--- config.mk ---
export PLATFORM = sky130hd
export DESIGN_NAME = loading_bar_screen_flat
export DESIGN_NICKNAME = d
export VERILOG_FILES = /design/src/rtl/loading_bar_screen_pkg.sv /design/src/rtl/loading_bar_screen_if.sv /design/src/rtl/loading_bar_pixel.sv /design/src/rtl/loading_bar_screen.sv /design/src/flat_wrapper.sv
export SDC_FILE = /design/constraint.sdc
export NUM_CORES = 1
export LEC_CHECK = 0
export CORE_MARGIN = 5
export CORE_UTILIZATION = 40
export CTS_BUF_LIST = sky130_fd_sc_hd__clkbuf_4 sky130_fd_sc_hd__clkbuf_8
export DETAILED_ROUTE_END_ITERATION = 16
export PLACE_DENSITY_LB_ADDON = 0.3
export SYNTH_ARGS = -nofsm -noshare
export SYNTH_HDL_FRONTEND = slang
export SYNTH_SLANG_ARGS = --single-unit
--- constraint.sdc ---
create_clock -name clk -period 5.35 [get_ports clk]
set_input_delay 0.8025 -clock clk [delete_from_list [all_inputs] [get_ports clk]]
set_output_delay 0.8025 -clock clk [all_outputs]
set_load 0.05 [all_outputs]
--- src/rtl/loading_bar_screen_pkg.sv ---
// Shared OLED constants for the loading bar: colours, screen size, bar geometry, FSM states.
// Latency: n/a (constants and pure functions only).
// Backpressure: n/a.
package loading_bar_screen_pkg;

    // RGB565 palette
    localparam logic [15:0] WHITE      = 16'hFFFF;
    localparam logic [15:0] BLACK      = 16'h0000;
    localparam logic [15:0] LIGHTGREEN = 16'hAFE5;
    localparam logic [15:0] RED        = 16'hF800;
    localparam logic [15:0] GREEN      = 16'h07E0;
    localparam logic [15:0] BLUE       = 16'h001F;

    // 96x64 panel
    localparam int SCREEN_W = 96;
    localparam int SCREEN_H = 64;
    localparam int X_W      = 7;
    localparam int Y_W      = 6;
    localparam int PIX_W    = 16;

    // Bar outline: two 3-px side walls plus 3-px top and bottom rails.
    localparam int WALL_L_LO = 10;
    localparam int WALL_L_HI = 12;
    localparam int WALL_R_LO = 87;
    localparam int WALL_R_HI = 89;
    localparam int WALL_Y_LO = 29;
    localparam int WALL_Y_HI = 46;
    localparam int RAIL_X_LO = 13;
    localparam int RAIL_X_HI = 86;
    localparam int TOP_Y_LO  = 26;
    localparam int TOP_Y_HI  = 28;
    localparam int BOT_Y_LO  = 47;
    localparam int BOT_Y_HI  = 49;

    // Interior area that the segments tile.
    localparam int FILL_X_LO  = 14;
    localparam int FILL_X_HI  = 85;
    localparam int FILL_Y_LO  = 30;
    localparam int FILL_Y_HI  = 45;
    localparam int FILL_WIDTH = 72;

    typedef enum logic [1:0] {
        ST_IDLE,
        ST_FILL,
        ST_DONE
    } bar_state_t;

    // First column of segment k out of n.
    function automatic int seg_lo(input int k, input int n);
        return FILL_X_LO + (k * FILL_WIDTH) / n;
    endfunction

    // Last column of segment k; one column before the next segment's start
    // is left as a background gap, and the last segment runs to the wall.
    function automatic int seg_hi(input int k, input int n);
        if (k == n - 1)
            return FILL_X_HI;
        return FILL_X_LO + ((k + 1) * FILL_WIDTH) / n - 2;
    endfunction

endpackage

--- src/rtl/loading_bar_screen_if.sv ---
// Pixel-pipe and control bundle between game FSM / pixel mux and the loading bar.
// Latency: n/a (wires only).
// Backpressure: none; every input is sampled each cycle.
// master: frame_tick, start, abort, hold, x, y out; oled_data, busy, done, filled in.
// slave : the mirror image, used by loading_bar_screen.
interface loading_bar_screen_if
    import loading_bar_screen_pkg::*;
#(
    parameter int NUM_SEG = 4
);
    localparam int FILL_W = $clog2(NUM_SEG + 1);

    logic              frame_tick;
    logic              start;
    logic              abort;
    logic              hold;
    logic [X_W-1:0]    x;
    logic [Y_W-1:0]    y;
    logic [PIX_W-1:0]  oled_data;
    logic              busy;
    logic              done;
    logic [FILL_W-1:0] filled;

    modport master (
        output frame_tick, start, abort, hold, x, y,
        input  oled_data, busy, done, filled
    );

    modport slave (
        input  frame_tick, start, abort, hold, x, y,
        output oled_data, busy, done, filled
    );

endinterface

--- src/rtl/loading_bar_pixel.sv ---
// Classifies a pixel (x, y) as outline, segment interior (with segment index), or neither.
// Latency: 0 cycles, purely combinational.
// Backpressure: none.
// Ports: x, y in; in_outline, in_seg, seg_idx out.
module loading_bar_pixel
    import loading_bar_screen_pkg::*;
#(
    parameter int NUM_SEG = 4,
    parameter int SEG_W   = (NUM_SEG > 1) ? $clog2(NUM_SEG) : 1
)(
    input  logic [X_W-1:0]   x,
    input  logic [Y_W-1:0]   y,
    output logic             in_outline,
    output logic             in_seg,
    output logic [SEG_W-1:0] seg_idx
);

    int xi;
    int yi;

    assign xi = int'(x);
    assign yi = int'(y);

    always_comb begin
        in_outline = 1'b0;
        if ((yi >= WALL_Y_LO) && (yi <= WALL_Y_HI) &&
            (((xi >= WALL_L_LO) && (xi <= WALL_L_HI)) ||
             ((xi >= WALL_R_LO) && (xi <= WALL_R_HI))))
            in_outline = 1'b1;
        if ((xi >= RAIL_X_LO) && (xi <= RAIL_X_HI) &&
            (((yi >= TOP_Y_LO) && (yi <= TOP_Y_HI)) ||
             ((yi >= BOT_Y_LO) && (yi <= BOT_Y_HI))))
            in_outline = 1'b1;
    end

    // Segment bounds are elaboration-time constants; the loop unrolls into
    // NUM_SEG independent range compares, at most one of which can hit.
    always_comb begin
        in_seg  = 1'b0;
        seg_idx = '0;
        if ((yi >= FILL_Y_LO) && (yi <= FILL_Y_HI)) begin
            for (int k = 0; k < NUM_SEG; k++) begin
                if ((xi >= seg_lo(k, NUM_SEG)) && (xi <= seg_hi(k, NUM_SEG))) begin
                    in_seg  = 1'b1;
                    seg_idx = SEG_W'(k);
                end
            end
        end
    end

endmodule

--- src/rtl/loading_bar_screen.sv ---
// Animated loading bar: fills NUM_SEG segments on frame ticks, then blinks the full bar.
// Latency: oled_data 1 cycle after x/y; status outputs registered, 1 cycle after the causing input.
// Backpressure: none; frame_tick/start/abort/hold are sampled every cycle, hold only freezes counting.
// Ports: clk, rst_n (sync, active low); bus (slave): control in, oled_data/busy/done/filled out.
module loading_bar_screen
    import loading_bar_screen_pkg::*;
#(
    parameter int          NUM_SEG       = 4,
    parameter int          TICKS_PER_SEG = 30,
    parameter int          BLINK_FRAMES  = 15,
    parameter logic [15:0] FILL_COLOUR   = 16'hAFE5,
    parameter logic [15:0] FG_COLOUR     = 16'h0000,
    parameter logic [15:0] BG_COLOUR     = 16'hFFFF
)(
    input  logic              clk,
    input  logic              rst_n,
    loading_bar_screen_if.slave bus
);

    localparam int FILL_W  = $clog2(NUM_SEG + 1);
    localparam int SEG_W   = (NUM_SEG > 1) ? $clog2(NUM_SEG) : 1;
    localparam int TICK_W  = (TICKS_PER_SEG > 1) ? $clog2(TICKS_PER_SEG) : 1;
    localparam int BLINK_W = (BLINK_FRAMES > 1) ? $clog2(BLINK_FRAMES) : 1;

    localparam logic [TICK_W-1:0]  TICK_LAST  = TICK_W'(TICKS_PER_SEG - 1);
    localparam logic [BLINK_W-1:0] BLINK_LAST = BLINK_W'((BLINK_FRAMES > 0) ? BLINK_FRAMES - 1 : 0);
    localparam logic [FILL_W-1:0]  FILL_LAST  = FILL_W'(NUM_SEG - 1);

    bar_state_t         state;
    logic [TICK_W-1:0]  tick_cnt;
    logic [BLINK_W-1:0] blink_cnt;
    logic [FILL_W-1:0]  filled;
    logic               blink_on;
    logic               busy;
    logic               done;
    logic [15:0]        oled_q;

    logic               in_outline;
    logic               in_seg;
    logic [SEG_W-1:0]   seg_idx;
    logic [15:0]        pix_colour;
    logic               tick_q;

    loading_bar_pixel #(
        .NUM_SEG (NUM_SEG),
        .SEG_W   (SEG_W)
    ) u_pixel (
        .x          (bus.x),
        .y          (bus.y),
        .in_outline (in_outline),
        .in_seg     (in_seg),
        .seg_idx    (seg_idx)
    );

    assign tick_q = bus.frame_tick && !bus.hold;

    always_comb begin
        pix_colour = BG_COLOUR;
        if (in_outline)
            pix_colour = FG_COLOUR;
        else if (in_seg && blink_on && (FILL_W'(seg_idx) < filled))
            pix_colour = FILL_COLOUR;
    end

    always_ff @(posedge clk) begin
        if (!rst_n) begin
            state     <= ST_IDLE;
            tick_cnt  <= '0;
            blink_cnt <= '0;
            filled    <= '0;
            blink_on  <= 1'b1;
            busy      <= 1'b0;
            done      <= 1'b0;
            oled_q    <= BG_COLOUR;
        end else begin
            done   <= 1'b0;
            // Pixel uses filled/blink_on as they stand before this edge's update.
            oled_q <= pix_colour;
            if (bus.abort) begin
                state     <= ST_IDLE;
                tick_cnt  <= '0;
                blink_cnt <= '0;
                filled    <= '0;
                blink_on  <= 1'b1;
                busy      <= 1'b0;
            end else begin
                case (state)
                    ST_IDLE: begin
                        // A frame_tick in this same cycle is intentionally not counted.
                        if (bus.start) begin
                            state    <= ST_FILL;
                            busy     <= 1'b1;
                            tick_cnt <= '0;
                        end
                    end
                    ST_FILL: begin
                        if (tick_q) begin
                            if (tick_cnt == TICK_LAST) begin
                                tick_cnt <= '0;
                                filled   <= filled + FILL_W'(1);
                                if (filled == FILL_LAST) begin
                                    state     <= ST_DONE;
                                    busy      <= 1'b0;
                                    done      <= 1'b1;
                                    blink_on  <= 1'b1;
                                    blink_cnt <= '0;
                                end
                            end else begin
                                tick_cnt <= tick_cnt + TICK_W'(1);
                            end
                        end
                    end
                    ST_DONE: begin
                        if (bus.start) begin
                            state     <= ST_FILL;
                            busy      <= 1'b1;
                            filled    <= '0;
                            tick_cnt  <= '0;
                            blink_cnt <= '0;
                            blink_on  <= 1'b1;
                        end else if (tick_q && (BLINK_FRAMES > 0)) begin
                            if (blink_cnt == BLINK_LAST) begin
                                blink_on  <= ~blink_on;
                                blink_cnt <= '0;
                            end else begin
                                blink_cnt <= blink_cnt + BLINK_W'(1);
                            end
                        end
                    end
                    default: state <= ST_IDLE;
                endcase
            end
        end
    end

    assign bus.oled_data = oled_q;
    assign bus.busy      = busy;
    assign bus.done      = done;
    assign bus.filled    = filled;

endmodule

--- src/flat_wrapper.sv ---
// flat-port wrapper written by rule: the top's interface ports become plain ports
module loading_bar_screen_flat import loading_bar_screen_pkg::*;
#(
    parameter int          NUM_SEG       = 4,
    parameter int          TICKS_PER_SEG = 30,
    parameter int          BLINK_FRAMES  = 15,
    parameter logic [15:0] FILL_COLOUR   = 16'hAFE5,
    parameter logic [15:0] FG_COLOUR     = 16'h0000,
    parameter logic [15:0] BG_COLOUR     = 16'hFFFF
)
  (clk, rst_n, bus_frame_tick, bus_start, bus_abort, bus_hold, bus_x, bus_y, bus_oled_data, bus_busy, bus_done, bus_filled);
  loading_bar_screen_if #(.NUM_SEG(NUM_SEG)) bus_i ();
  input  logic clk;
  input  logic rst_n;
  input wire logic [$bits(bus_i.frame_tick)-1:0] bus_frame_tick;
  input wire logic [$bits(bus_i.start)-1:0] bus_start;
  input wire logic [$bits(bus_i.abort)-1:0] bus_abort;
  input wire logic [$bits(bus_i.hold)-1:0] bus_hold;
  input wire logic [$bits(bus_i.x)-1:0] bus_x;
  input wire logic [$bits(bus_i.y)-1:0] bus_y;
  output wire logic [$bits(bus_i.oled_data)-1:0] bus_oled_data;
  output wire logic [$bits(bus_i.busy)-1:0] bus_busy;
  output wire logic [$bits(bus_i.done)-1:0] bus_done;
  output wire logic [$bits(bus_i.filled)-1:0] bus_filled;
  assign bus_i.frame_tick = bus_frame_tick;
  assign bus_i.start = bus_start;
  assign bus_i.abort = bus_abort;
  assign bus_i.hold = bus_hold;
  assign bus_i.x = bus_x;
  assign bus_i.y = bus_y;
  assign bus_oled_data = bus_i.oled_data;
  assign bus_busy = bus_i.busy;
  assign bus_done = bus_i.done;
  assign bus_filled = bus_i.filled;
  loading_bar_screen #(.NUM_SEG(NUM_SEG), .TICKS_PER_SEG(TICKS_PER_SEG), .BLINK_FRAMES(BLINK_FRAMES), .FILL_COLOUR(FILL_COLOUR), .FG_COLOUR(FG_COLOUR), .BG_COLOUR(BG_COLOUR)) u_core (.clk(clk), .rst_n(rst_n), .bus(bus_i));
endmodule
==> impl_metrics.yaml, run 1 <==
yosys:
  yosysWarnings: 0
  synthTopCellsByArea: "dfxtp_1 (25%), ha_1 (8.1%), buf_4 (7.3%)"
  synth.top_cell.area_share: 0.246
  synth_edf_count: 0
  synth_common_cells: "nor2_1 (20), dfxtp_1 (19), a21oi_1 (15), buf_4 (15), nand2_1 (14)"
  ys_ff_latch: 19
  yosys_most_used_dff: "dfxtp_1"
  ys_seq_area_frac: 0.246
  async_flop_share: 0
  synth_area_leader_cell: "dfxtp_1"
  synth_nets: 223
  synth_most_common_cell: "nor2_1"
  syn_area_sq_mm: 0.00155
  ys_types: 48
  postSynthAreaPerCell_sq_um: 7.97
  postSynthCellCount: 194
timing:
  finalSetupViolations: 0
  final.setup_skew_ps: 3.01
  final.setup.tns_ps: 0
  fmax_ghz: 0.310
  drv_slew: 0
  tightest_slew_ps: 522
  fin_crit_sh: 0.602
  worst_hold_slack_ps: 498
  rsz0062_at_grt: "false"
  min_period_ps: 3220
  relSlewSlack: 0.651
  finalHoldViolations: 0
drt:
  vias_per_cell: 5.31
  vias: 1406
  drtAntennaViolNets: 0
  dr.pass1.iters: 4
  drc: 0
  wirelength_microns: 3160
  wl_per_cell_microns: 11.9
  drt_first_iter_violations: 52
clock_tree:
  cts_tree: "done"
  root_buffer: "clkbuf_8"
  holdBufCountCts: 0
  postCtsSetupRepairBufs: 0
  cts_buffer_depth: 2
  numCtsBuffers: 3
  clk_latency_ps: 250
  clkTransAtPathRegs_ps: 70
  h-tree-depth: 1
  clock_sinks: 19
  cts-resized-gates: 0
cells_and_area:
  drive_gt1_frac: 0.0507
  fin_cells: 265
  num_antenna_cells: 0
  final_nets: 247
  areaGrowthSynthToFinish_pct: 21.9
critical_path:
  worstSetupPathType: "primary input to register"
  start_kind: "primary input"
  required_ps: 5500
  endpoint_kind: "register"
  crit_fanout: 11
  cp.arrival_ps: 3380
pwr:
  p_leak_nw: 0.710
  ir_worst_vdd_v: 0.0000970
  power.total_uw: 322
  p_per_area_mw_per_mm2: 171
global_route:
  antenna_found_initial: 0
  grt_max_degree: 12
  grt_pass1_vias: 1211
  grt-ovfl-total: 0
  grt_pass1_wl_microns: 5290
  grt_usage: 0.123
placement:
  post-dp-hpwl_microns: 2530
  place_inst: 261
  finalWeightedCongestion: 0.863
  port_buffers: 39
hold_path:
  hp-class: "register to register"
floorplan:
  dieWidth_microns: 72.2
  die-area_sq_mm: 0.00521
  start_util: 0.419
  rows: 22
  die_y_microns: 72.2
  core_area_sq_mm: 0.00369
  io_pins: 40
run_status:
  outcome: "finished clean"
flow_run:
  drv_cap: 0
==> sequential cells by signal, summed over array words and instances, names as in the netlist <==
signal and count:
u_core.bus.oled_data 2, u_core.bus.filled 3, u_core.bus.done 1, u_core.bus.busy 1
u_core.blink_on 1, u_core.state 2, u_core.tick_cnt 5, u_core.blink_cnt 4
==> cell usage in the layout (no fill, tap or decap), drive strengths merged, types with 3 or more instances in the layout <==
master	instances
or4	3
or3	3
ha	10
nor3	5
o211ai	5
nor2	21
nand4	3
nand2	14
inv	12
nand3	6
o21ai	10
nand3b	4
mux2i	4
and3	3
a21oi	15
clkbuf	3
clkdlybuf4s50	39
dfxtp	19
xor2	3
nor2b	3
nand2b	8
==> power by group <==
part	internal, mW	switching, mW
Sequential	0.143	0.00190
Combinational	0.0326	0.0458
Clock	0.0517	0.0471
==> stage by stage <==
stage | utilization | setup slack (ps) | area [sq um]
after CTS | 0.511 | 2130 | 1880
after floorplan | - | 2570 | 1550
final | 0.511 | 2130 | 1880
after detailed placement | 0.498 | 1850 | 1840
after global routing | 0.511 | 1810 | 1880
after global placement | 0.498 | 1930 | 1840
==> final timing paths <==
kind	from	endpoint	cells past startpoint	slack [ps]
setup / recovery	bus_x[2]	u_core.bus.oled_data[14]	10	2130
hold / removal	u_core.blink_cnt[3]	u_core.blink_cnt[3]	2	500
setup reg to reg	u_core.state[0]	u_core.blink_cnt[1]	7	3430
hold reg to reg	u_core.blink_cnt[3]	u_core.blink_cnt[3]	2	500
==> final cells by class <==
| cell class | instances | area, sq um |
|---|---|---|
| clock buffer | 3 | 41.3 |
| tap | 48 | 60.1 |
| multi-input combinational | 143 | 961 |
| timing repair buffer | 39 | 390 |
| inverter | 12 | 45.0 |
| sequential | 19 | 380 |
| clock inverter | 1 | 5.00 |
| fill | 375 | 1810 |
==> cell families after synthesis <==
logic type | synth area share
AND/OR/NAND/NOR | 0.282
AO/OA/AOI/OAI | 0.209
buffers and inverters | 0.132
flip-flops | 0.246
adder cells (fa/ha/maj) | 0.0810
multiplexers | 0.0332
XOR/XNOR | 0.0170
==> layer usage <==
layer / track usage / share of wire / wire length, microns
met1: 0.155 / 0.45 / 1430
met2: 0.207 / 0.50 / 1590
met3: 0.0346 / 0.047 / 148
met4: 0.0251 / 0 / 0
met5: 0 / 0 / 0
==> worst max-delay path: stages <==
cell and delay, ps:
clkdlybuf4s50_1 590, or4_1 610, a21oi_1 200, a21oi_1 100
a21boi_1 160, ha_1 260, a21oi_1 150, o2111a_1 200
o311ai_0 110, and3_1 190
Note: power is estimated with default switching activity, not from simulation.
==> run 2: changes to the inputs <==
==> constraint.sdc (replaced) <==
create_clock -name clk -period 2.88 [get_ports clk]
set_input_delay 0.432 -clock clk [delete_from_list [all_inputs] [get_ports clk]]
set_output_delay 0.432 -clock clk [all_outputs]
set_load 0.05 [all_outputs]
==> run 2 against run 1 <==
Compared with the run above: wire length rose by 7.3%; register-to-register slack got worse by 2500 ps; via count increased by 2.1%; critical endpoint unchanged.
==> impl_metrics.yaml, run 2 (synthesized netlist as in run 1, its figures left out) <==
run_status:
  outcome: "finished clean"
critical_path:
  rr_worst_depth: 7
  cp.arrival_ps: 2800
  worstSetupPathType: "primary input to register"
  endpoint_kind: "register"
  required_ps: 3030
  crit_fanout: 2
  worstReg2RegEnd: "u_core.blink_cnt[1]"
  reg2reg_slack_ps: 970
  r2r-start: "u_core.state[0]"
  start_kind: "primary input"
hold_path:
  hp-class: "register to register"
  whs_endpoint: "u_core.blink_cnt[1]"
  whs_path_depth: 2
  hp-start: "u_core.blink_cnt[1]"
clock_tree:
  holdBufCountCts: 0
  cts-resized-gates: 0
  cts_tree: "done"
  clkTransAtPathRegs_ps: 70
  root_buffer: "clkbuf_8"
  numCtsBuffers: 3
  h-tree-depth: 1
  clk_latency_ps: 250
  cts_buffer_depth: 2
  clock_sinks: 19
  postCtsSetupRepairBufs: 0
pwr:
  combPwrFrac: 0.255
  p_leak_nw: 0.748
  p_seq_frac: 0.442
  p_per_area_mw_per_mm2: 313
  internal_power_uw: 429
  ir_worst_vdd_v: 0.000163
  switching_power_uw: 179
  power.share.switching: 0.295
  p_clk_frac: 0.303
floorplan:
  dieWidth_microns: 72.2
  core_area_sq_mm: 0.00369
  io_pins: 40
  die-area_sq_mm: 0.00521
  start_util: 0.419
  die_y_microns: 72.2
  rows: 22
timing:
  relSlewSlack: 0.654
  finalSetupViolations: 0
  rsz0062_at_grt: "false"
  fin_ws_ps: 235
  final.setup_skew_ps: 3.74
  drv_slew: 0
  finalHoldViolations: 0
  fin_crit_sh: 0.918
  final.setup.tns_ps: 0
  min_period_ps: 2640
  fmax_ghz: 0.378
  tightest_slew_ps: 518
cells_and_area:
  layout_commonest_cell: "clkdlybuf4s50_1"
  drive_gt1_frac: 0.0844
  areaGrowthSynthToFinish_pct: 25.7
  largest_reg_flops: 5
  final_nets: 255
  n_fill_cell: 385
  reg.largest.list: "u_core.tick_cnt: 5 flops, u_core.blink_cnt: 4 flops, u_core.bus.filled: 3 flops"
  final_cell_mix: "clkdlybuf4s50_1 (39), nor2_1 (20), dfxtp_1 (19), a21oi_1 (15), nand2_1 (14)"
  num_antenna_cells: 0
  regMostFlops: "u_core.tick_cnt"
  finish.instance_area_sq_mm: 0.00194
drt:
  wl_per_cell_microns: 12.4
  wirelength_microns: 3390
  dr.pass1.iters: 4
  vias: 1436
  drtAntennaViolNets: 0
  drc: 0
  vias_per_cell: 5.26
  drt_first_iter_violations: 70
global_route:
  grt-ovfl-total: 0
  antenna_found_initial: 0
  grt_max_degree: 12
  grt_pass1_vias: 1347
  grt_usage: 0.136
  grt_pass1_wl_microns: 5880
placement:
  finalWeightedCongestion: 0.770
  place_ws_ps: -20.3
  postPlaceCellArea_sq_mm: 0.00190
  port_buffers: 39
  post-dp-hpwl_microns: 2710
flow_run:
  drv_cap: 0
==> run 2: cell types whose count changed in the layout (fill, tap and decap cells not counted) <==
cell and change:
buf_4 +8
==> run 2: critical path, cell delays in order <==
cell             delay, ps
clkdlybuf4s50_1        420
or4_1                  570
a21oi_1                200
a21oi_1                100
a21boi_1               150
ha_1                   260
a21oi_1                150
o2111a_1               200
o311ai_0               120
and3_1                 200
==> run 2: how the worst max path moves through the flow <==
stage | start | slack, ps | cells past startpoint | end
2_1_floorplan | bus_x[3] | 470 | 10 | u_core.bus.oled_data[14]
3_3_place_gp | bus_x[2] | 60 | 10 | u_core.bus.oled_data[14]
3_5_place_dp | bus_x[2] | -20 | 10 | u_core.bus.oled_data[14]
4_1_cts | bus_x[2] | 250 | 10 | u_core.bus.oled_data[14]
5_1_grt | bus_x[2] | 50 | 10 | u_core.bus.oled_data[14]
6_report | bus_x[2] | 240 | 10 | u_core.bus.oled_data[14]
==> run 2: through the flow <==
stage / utilization / power (mW) / hold WS (ps) / std cells
6_report: 0.527 / 0.609 / 494 / 273
5_1_grt: 0.527 / 0.640 / 526 / 273
4_1_cts: 0.527 / 0.613 / 498 / 273
3_5_place_dp: 0.514 / 0.430 / 487 / 269
3_3_place_gp: 0.514 / 0.429 / 479 / 269
2_1_floorplan: - / 0.377 / 458 / 194
==> run 2: power by group through the flow <==
stage	Sequential [mW]	Combinational, mW	Clock, mW
after detailed placement	0.275	0.155	0
after CTS	0.269	0.155	0.188
final	0.269	0.155	0.185
after global placement	0.275	0.154	0
after global routing	0.270	0.169	0.201
after floorplan	0.282	0.0947	0
==> run 2: per-layer routing <==
metal | share of wire | GRT usage | vias to the layer above
li1 | - | - | 747
met3 | 0.056 | 0.0305 | 2
met1 | 0.44 | 0.172 | 652
met5 | 0 | 0 | -
met4 | 0.0085 | 0.0334 | 0
met2 | 0.49 | 0.234 | 35
==> run 2: area by class of cell <==
class                   count  area [sq um]  share of cell area
multi-input cells         143           961               0.495
repair buffers             47           450               0.232
flip-flops and latches     19           380               0.196
well taps                  48          60.1              0.0309
inverters                  12          45.0              0.0232
clock buffers               3          41.3              0.0212
clock inverters             1          5.00             0.00258
